**src/rtl/cache_mem_arbiter.sv**
```systemverilog
// I/D-cache refill read arbiter and D-cache writeback serialiser on one memory port.
// Optional: define ARB_RR_EN for round-robin read arbitration (default: D-cache priority).
module cache_mem_arbiter #(
  parameter int LINE_BEATS = 4
) (
  input  logic         clk,
  input  logic         rst_n,
  input  logic         ic_rd_req,
  input  logic [31:0]  ic_rd_addr,
  output logic         ic_rd_rdy,
  output logic         ic_ret_valid,
  output logic         ic_ret_last,
  output logic [31:0]  ic_ret_data,
  input  logic         dc_rd_req,
  input  logic [31:0]  dc_rd_addr,
  output logic         dc_rd_rdy,
  output logic         dc_ret_valid,
  output logic         dc_ret_last,
  output logic [31:0]  dc_ret_data,
  input  logic         dc_wr_req,
  input  logic [31:0]  dc_wr_addr,
  input  logic [127:0] dc_wr_data,
  output logic         dc_wr_rdy,
  output logic         mem_rd_req,
  output logic [31:0]  mem_rd_addr,
  input  logic         mem_rd_rdy,
  input  logic         mem_ret_valid,
  input  logic         mem_ret_last,
  input  logic [31:0]  mem_ret_data,
  output logic         mem_wr_req,
  output logic [31:0]  mem_wr_addr,
  input  logic         mem_wr_rdy,
  output logic         mem_wr_valid,
  output logic [31:0]  mem_wr_data,
  output logic         mem_wr_last,
  input  logic         mem_wr_beat_rdy,
  input  logic         mem_wr_done
);

  typedef enum logic [1:0] {R_IDLE, R_ADDR, R_DATA} r_state_t;
  typedef enum logic [1:0] {W_IDLE, W_ADDR, W_DATA, W_RESP} w_state_t;

  r_state_t       r_state;
  w_state_t       w_state;
  logic           owner_dc;
  logic [31:0]    rd_addr_q;
  logic [127:0]   wb_data;
  logic [27:0]    wb_line;
  logic           wb_valid;
  logic [1:0]     beat_cnt;

  logic wr_acc, ic_haz, dc_haz, elig_ic, elig_dc;
  logic gnt_ic, gnt_dc, in_data;
  logic unused_addr_lsb;

  assign unused_addr_lsb = ^{ic_rd_addr[3:0], dc_rd_addr[3:0], dc_wr_addr[3:0]};

  assign dc_wr_rdy = rst_n && (w_state == W_IDLE);
  assign wr_acc    = dc_wr_req && dc_wr_rdy;

  // A same-cycle writeback accept also blocks a read of that line
  assign ic_haz = (wb_valid && ic_rd_addr[31:4] == wb_line) ||
                  (wr_acc && ic_rd_addr[31:4] == dc_wr_addr[31:4]);
  assign dc_haz = (wb_valid && dc_rd_addr[31:4] == wb_line) ||
                  (wr_acc && dc_rd_addr[31:4] == dc_wr_addr[31:4]);

  assign elig_ic = rst_n && (r_state == R_IDLE) && ic_rd_req && !ic_haz;
  assign elig_dc = rst_n && (r_state == R_IDLE) && dc_rd_req && !dc_haz;

`ifdef ARB_RR_EN
  logic last_grant;

  assign gnt_dc = elig_dc && (!elig_ic || !last_grant);

  always_ff @(posedge clk or negedge rst_n) begin
    if (!rst_n)
      last_grant <= 1'b0;
    else if (gnt_ic || gnt_dc)
      last_grant <= gnt_dc;
  end
`else
  assign gnt_dc = elig_dc;
`endif

  assign gnt_ic    = elig_ic && !gnt_dc;
  assign ic_rd_rdy = gnt_ic;
  assign dc_rd_rdy = gnt_dc;

  assign mem_rd_req  = (r_state == R_ADDR);
  assign mem_rd_addr = rd_addr_q;

  assign in_data      = (r_state == R_DATA);
  assign ic_ret_valid = in_data && !owner_dc && mem_ret_valid;
  assign dc_ret_valid = in_data && owner_dc && mem_ret_valid;
  assign ic_ret_last  = ic_ret_valid && mem_ret_last;
  assign dc_ret_last  = dc_ret_valid && mem_ret_last;
  assign ic_ret_data  = in_data ? mem_ret_data : '0;
  assign dc_ret_data  = in_data ? mem_ret_data : '0;

  always_ff @(posedge clk or negedge rst_n) begin
    if (!rst_n) begin
      r_state   <= R_IDLE;
      owner_dc  <= 1'b0;
      rd_addr_q <= '0;
    end else begin
      unique case (r_state)
        R_IDLE: if (gnt_ic || gnt_dc) begin
          owner_dc  <= gnt_dc;
          rd_addr_q <= gnt_dc ? {dc_rd_addr[31:4], 4'b0}
                              : {ic_rd_addr[31:4], 4'b0};
          r_state   <= R_ADDR;
        end
        R_ADDR: if (mem_rd_rdy) r_state <= R_DATA;
        R_DATA: if (mem_ret_valid && mem_ret_last) r_state <= R_IDLE;
        default: r_state <= R_IDLE;
      endcase
    end
  end

  assign mem_wr_req   = (w_state == W_ADDR);
  assign mem_wr_addr  = {wb_line, 4'b0};
  assign mem_wr_valid = (w_state == W_DATA);
  assign mem_wr_data  = mem_wr_valid ? wb_data[{beat_cnt, 5'd0} +: 32] : '0;
  assign mem_wr_last  = mem_wr_valid && (beat_cnt == 2'(LINE_BEATS - 1));

  always_ff @(posedge clk or negedge rst_n) begin
    if (!rst_n) begin
      w_state  <= W_IDLE;
      wb_data  <= '0;
      wb_line  <= '0;
      wb_valid <= 1'b0;
      beat_cnt <= '0;
    end else begin
      unique case (w_state)
        W_IDLE: if (wr_acc) begin
          wb_data  <= dc_wr_data;
          wb_line  <= dc_wr_addr[31:4];
          wb_valid <= 1'b1;
          beat_cnt <= '0;
          w_state  <= W_ADDR;
        end
        W_ADDR: if (mem_wr_rdy) w_state <= W_DATA;
        W_DATA: if (mem_wr_beat_rdy) begin
          beat_cnt <= beat_cnt + 2'd1;
          if (mem_wr_last) w_state <= W_RESP;
        end
        W_RESP: if (mem_wr_done) begin
          wb_valid <= 1'b0;
          w_state  <= W_IDLE;
        end
        default: w_state <= W_IDLE;
      endcase
    end
  end

endmodule
```
**config.mk**
```make
export PLATFORM = sky130hd
export DESIGN_NAME = cache_mem_arbiter
export DESIGN_NICKNAME = d
export VERILOG_FILES = /design/src/rtl/cache_mem_arbiter.sv
export SDC_FILE = /design/constraint.sdc
export NUM_CORES = 1
export LEC_CHECK = 0
export ABC_AREA = 1
export ABC_CLOCK_PERIOD_IN_PS = 4400
export CAP_MARGIN = 20
export CORE_AREA = 2 2 168 170
export DETAILED_ROUTE_END_ITERATION = 16
export DIE_AREA = 0 0 170 172
export GPL_ROUTABILITY_DRIVEN = 1
export PLACE_DENSITY = 0.81
export SETUP_SLACK_MARGIN = 0.1
export SYNTH_ARGS = -nofsm -noshare
export SYNTH_HDL_FRONTEND = slang
export SYNTH_SLANG_ARGS = --single-unit
```
**constraint.sdc**
```tcl
create_clock -name clk -period 4.4 [get_ports clk]
set_input_delay 1.32 -clock clk [delete_from_list [all_inputs] [get_ports clk]]
set_output_delay 1.32 -clock clk [all_outputs]
set_load 0.02 [all_outputs]
```
==> results.txt <==
----------------------------------------------------
[Clocking]
  CTS tree ... built
  Worst skew pair latency ... 0.45 ns
  Total clock buffers created by CTS ... 17
  Clock root buffer ... sky130_fd_sc_hd__clkbuf_16
  Clk slew on worst S/H paths ... roughly 0.070 ns
  Depth of the CTS H-tree ... 4
  Maximum clock path buffer count ... 2
  Cts-stage hold buffer count ... 0
  Clock sink total ... 192

[Yosys]
  Xor and xnor fraction of the mapped netlist area ... 4.006%
  Syn Inst Count ... 1652
  Most common library cells after synthesis ... sky130_fd_sc_hd__nand2_1 (683), sky130_fd_sc_hd__nor2_1 (207), sky130_fd_sc_hd__dfrtp_1 (192)
  Most instantiated library cell after synthesis ... sky130_fd_sc_hd__nand2_1
  Largest family of logic cells by synthesized area ... simple AND/OR/NAND/NOR gates
  Flip-flop and latch count after synthesis ... 192
  Portion of netlist area occupied by mux cells ... 0%
  Yosys warning count ... 0
  Leading post-synthesis cells by cell area ... sky130_fd_sc_hd__dfrtp_1 (43%), sky130_fd_sc_hd__nand2_1 (23%), sky130_fd_sc_hd__nor2_1 (7.0%)
  Number of synthesized flops with an enable pin ... 0
  Cell type contributing the most total cell area after synthesis ... sky130_fd_sc_hd__dfrtp_1
  Area fraction of the dominant cell type after synthesis ... ~43%
  Complex-gate fraction of the synthesized area ... 6.643%
  Most used flip-flop cell after synthesis ... sky130_fd_sc_hd__dfrtp_1
  Syn avg cell area ... 6.749 um^2
  Number of distinct standard cells referenced by the synthesized netlist ... 29
  Post-synthesis sequential area ratio ... 43.09%
  Adder-cell share of the synthesized area ... 0.6733%
  FFs w/ async S/R, synth ... 100.0%
  Area fraction in and, or, nand and nor cells after synthesis ... 34.59%
  Cell area after synthesis ... between 10000 and 15000 um^2

[Detailed routing]
  Total wirelength of the detailed-routed design ... 41630 um
  Routed length per instance ... 17.22 um
  Via Count ... 12148
  Total DRC errors in the routed layout ... 0
  Avg Vias per Cell ... 5.026
  Router iterations before antenna repair ... 6
  Count of routing violations after the opening detailed-route iteration ... 938
  Antenna violation net count after detailed routing ... 0

[Placed design]
  Final HPWL from detailed placement ... about 31000 um
  Final RePlAce weighted congestion ... 0.9325
  Cell total after placement ... 2373
  I/O Buffers ... 417

[Outcome]
  Run status ... finished clean

[Floorplan]
  Total Die Area ... between 20000 and 30000 um^2
  Core region area ... 27480 um^2
  Rows ... roughly 60
  I/O pin cnt ... approximately 440
  Die X ... 170 um
  Die height ... between 150 and 200 um
  Initial cell density of the core ... 40.58%

[STA]
  Unrepaired setup endpoints after global routing ... no
  Number of endpoints failing setup at the final stage ... 0
  Final critical path time including I/O delays and setup ... ~4.3 ns
  Highest achievable clock rate ... 235.3 MHz
  Final slew viol count ... 0
  Skew final ... 0.02409 ns
  Setup TNS ... 0 ns
  Max_slew headroom ... 36.53%
  Share of the clock period used by the worst path ... 96.61%
  Final Hold Fails ... 0
  Slew of the pin with the lowest slew margin ... about 0.95 ns

[Cells and area]
  Post-Layout Cell Count ... ~2400
  Fraction of final layout cells sized beyond drive strength 1 ... 7.521%
  Final Util ... 60.33%
  Layout area overhead ... 48.68%
  Fin nets ... 2321

[Hold path]
  Tightest Hold Check Type ... register to register
  Min-Delay Startpoint ... wb_data[33]

[Worst setup path]
  Critical path class ... input pin to primary output
  Data arrival time of the critical path ... 2.93 ns
  Kind of capture point of the worst setup path ... primary output
  Crit Path Max Fanout ... 3
  Worst flop-to-flop path startpoint ... w_state[0]
  Origin of the worst setup path ... ic_rd_addr[25]
  Kind of launch point of the worst setup path ... input pin
  Data required time of the critical path ... approximately 3.1 ns

[Power and ir drop]
  Overall power consumption ... 9.392 mW
  Areal power density over the cells ... 566.6 nW/um^2
  Cell leakage power ... 8.543 nW
  Maximum vdd drop ... 0.0003378 V

[Global routing]
  Remaining global-route overflow ... 0
  Overall routing resource usage ... between 20% and 30%
  Pin count of the biggest net entering global routing ... 80
  Global-route wire length before repair ... 63520 um
  Number of global-route vias before repair ... between 10000 and 15000
  Number of antenna violations at the first check in global routing ... 9

[Run]
  Max-capacitance violation count ... 0

----------------------------------------------------
layout by cell type (no fill, tap or decap), types with 3 or more instances in the layout:
cell type / Yosys / routed
sky130_fd_sc_hd__nand2_1: 683 / 679
sky130_fd_sc_hd__clkdlybuf4s50_1: 0 / 355
sky130_fd_sc_hd__nor2_1: 207 / 192
sky130_fd_sc_hd__dfrtp_1: 192 / 191
sky130_fd_sc_hd__inv_1: 146 / 139
sky130_fd_sc_hd__o21ai_0: 99 / 99
sky130_fd_sc_hd__buf_4: 40 / 70
sky130_fd_sc_hd__nand4_1: 39 / 39
sky130_fd_sc_hd__dlymetal6s2s_1: 0 / 39
sky130_fd_sc_hd__a21oi_1: 39 / 38
sky130_fd_sc_hd__nand3_1: 40 / 37
sky130_fd_sc_hd__xnor2_1: 35 / 32
sky130_fd_sc_hd__dlygate4sd2_1: 0 / 20
sky130_fd_sc_hd__clkbuf_16: 0 / 17
sky130_fd_sc_hd__nor2_2: 0 / 15
sky130_fd_sc_hd__xor2_1: 16 / 15
sky130_fd_sc_hd__inv_2: 7 / 13
sky130_fd_sc_hd__diode_2: 0 / 10
sky130_fd_sc_hd__conb_1: 1 / 8
sky130_fd_sc_hd__ha_1: 6 / 6
sky130_fd_sc_hd__clkinv_8: 0 / 6
sky130_fd_sc_hd__nand2_2: 1 / 5
sky130_fd_sc_hd__nand3_2: 1 / 4
sky130_fd_sc_hd__inv_8: 0 / 4
sky130_fd_sc_hd__inv_12: 0 / 4
sky130_fd_sc_hd__o21ai_1: 3 / 3
sky130_fd_sc_hd__clkinv_1: 4 / 3
sky130_fd_sc_hd__xnor2_2: 0 / 3
sky130_fd_sc_hd__nor3_1: 5 / 3
sky130_fd_sc_hd__buf_12: 0 / 3
metrics by stage:
step,area (um^2),setup WS (ns),hold WS [ns]
floorplan,11180,0.4688,0.4366
global placement,15720,-0.5756,0.4484
detailed placement,15720,-0.5915,0.4531
CTS,16380,0.08159,0.4726
global route,16570,0.1056,0.4876
finish,16580,0.1492,0.4677
timing repair:
action                     CTS  global route
setup endpoints to repair    3             2
resized for setup           47            58
pin swaps                    9            22
buffers inserted             0             2
gates cloned                 0             0
area by class of cell:
cell class	instances	area (um^2)
inverters	157	593.1
flip-flops and latches	192	4806
clock buffers	17	425.4
repair buffers	489	4821
multi-input cells	1191	5261
diodes	10	25.02
well taps	346	432.9
fillers	2464	10900
clock inverters	15	212.7
where the power goes:
part	leakage, nW	switching (mW)	internal, mW
sequential	2.39	0.556	2.58
combinational	5.84	2.65	1.92
clock	0.308	0.880	0.799
total	8.54	4.09	5.30
path summary, 6_finish.rpt:
path,to,slack [ns],cells after the start
hold / removal,wb_data[33],0.47,2
hold reg to reg,wb_data[33],0.47,2
setup reg to reg,mem_rd_addr[6],1.46,15
min in group asynchronous,wb_data[27],1.24,3
setup / recovery,ic_rd_rdy,0.15,11
max in group asynchronous,wb_line[26],1.61,4
flip-flops by register name, summed over array words and instances (netlist names):
signal	flops
owner_dc	1
r_state	2
w_state	2
wb_line	28
wb_valid	1
beat_cnt	2
wb_data	128
mem_rd_addr	28
logic make-up (layout without fill, tap and decap cells):
family | Yosys count | after routing
AND/OR/NAND/NOR | 980 | 980
buffers and inverters | 276 | 678
flip-flops | 192 | 192
AO/OA/AOI/OAI | 146 | 146
XOR/XNOR | 51 | 51
adder cells (fa/ha/maj) | 6 | 6
other | 1 | 18
metal layers:
layer,part of all wire (%),track usage (%),vias up
met4,4.6,14.46,0
met2,50,49.49,619
met5,0,0,-
met1,37,31.84,5631
met3,8.6,7.187,96
li1,-,-,5802
worst max-delay path, cell delays in order:
cell                              delay (ns)
sky130_fd_sc_hd__clkdlybuf4s50_1        0.56
sky130_fd_sc_hd__inv_1                  0.09
sky130_fd_sc_hd__nand2_1                0.07
sky130_fd_sc_hd__nand4_1                0.07
sky130_fd_sc_hd__nor2_1                 0.20
sky130_fd_sc_hd__nand2_1                0.10
sky130_fd_sc_hd__nor2_2                 0.12
sky130_fd_sc_hd__nand2_1                0.07
sky130_fd_sc_hd__nand3_2                0.12
sky130_fd_sc_hd__nor2_1                 0.07
sky130_fd_sc_hd__buf_4                  0.15
Note: power is estimated with default switching activity, not from simulation.
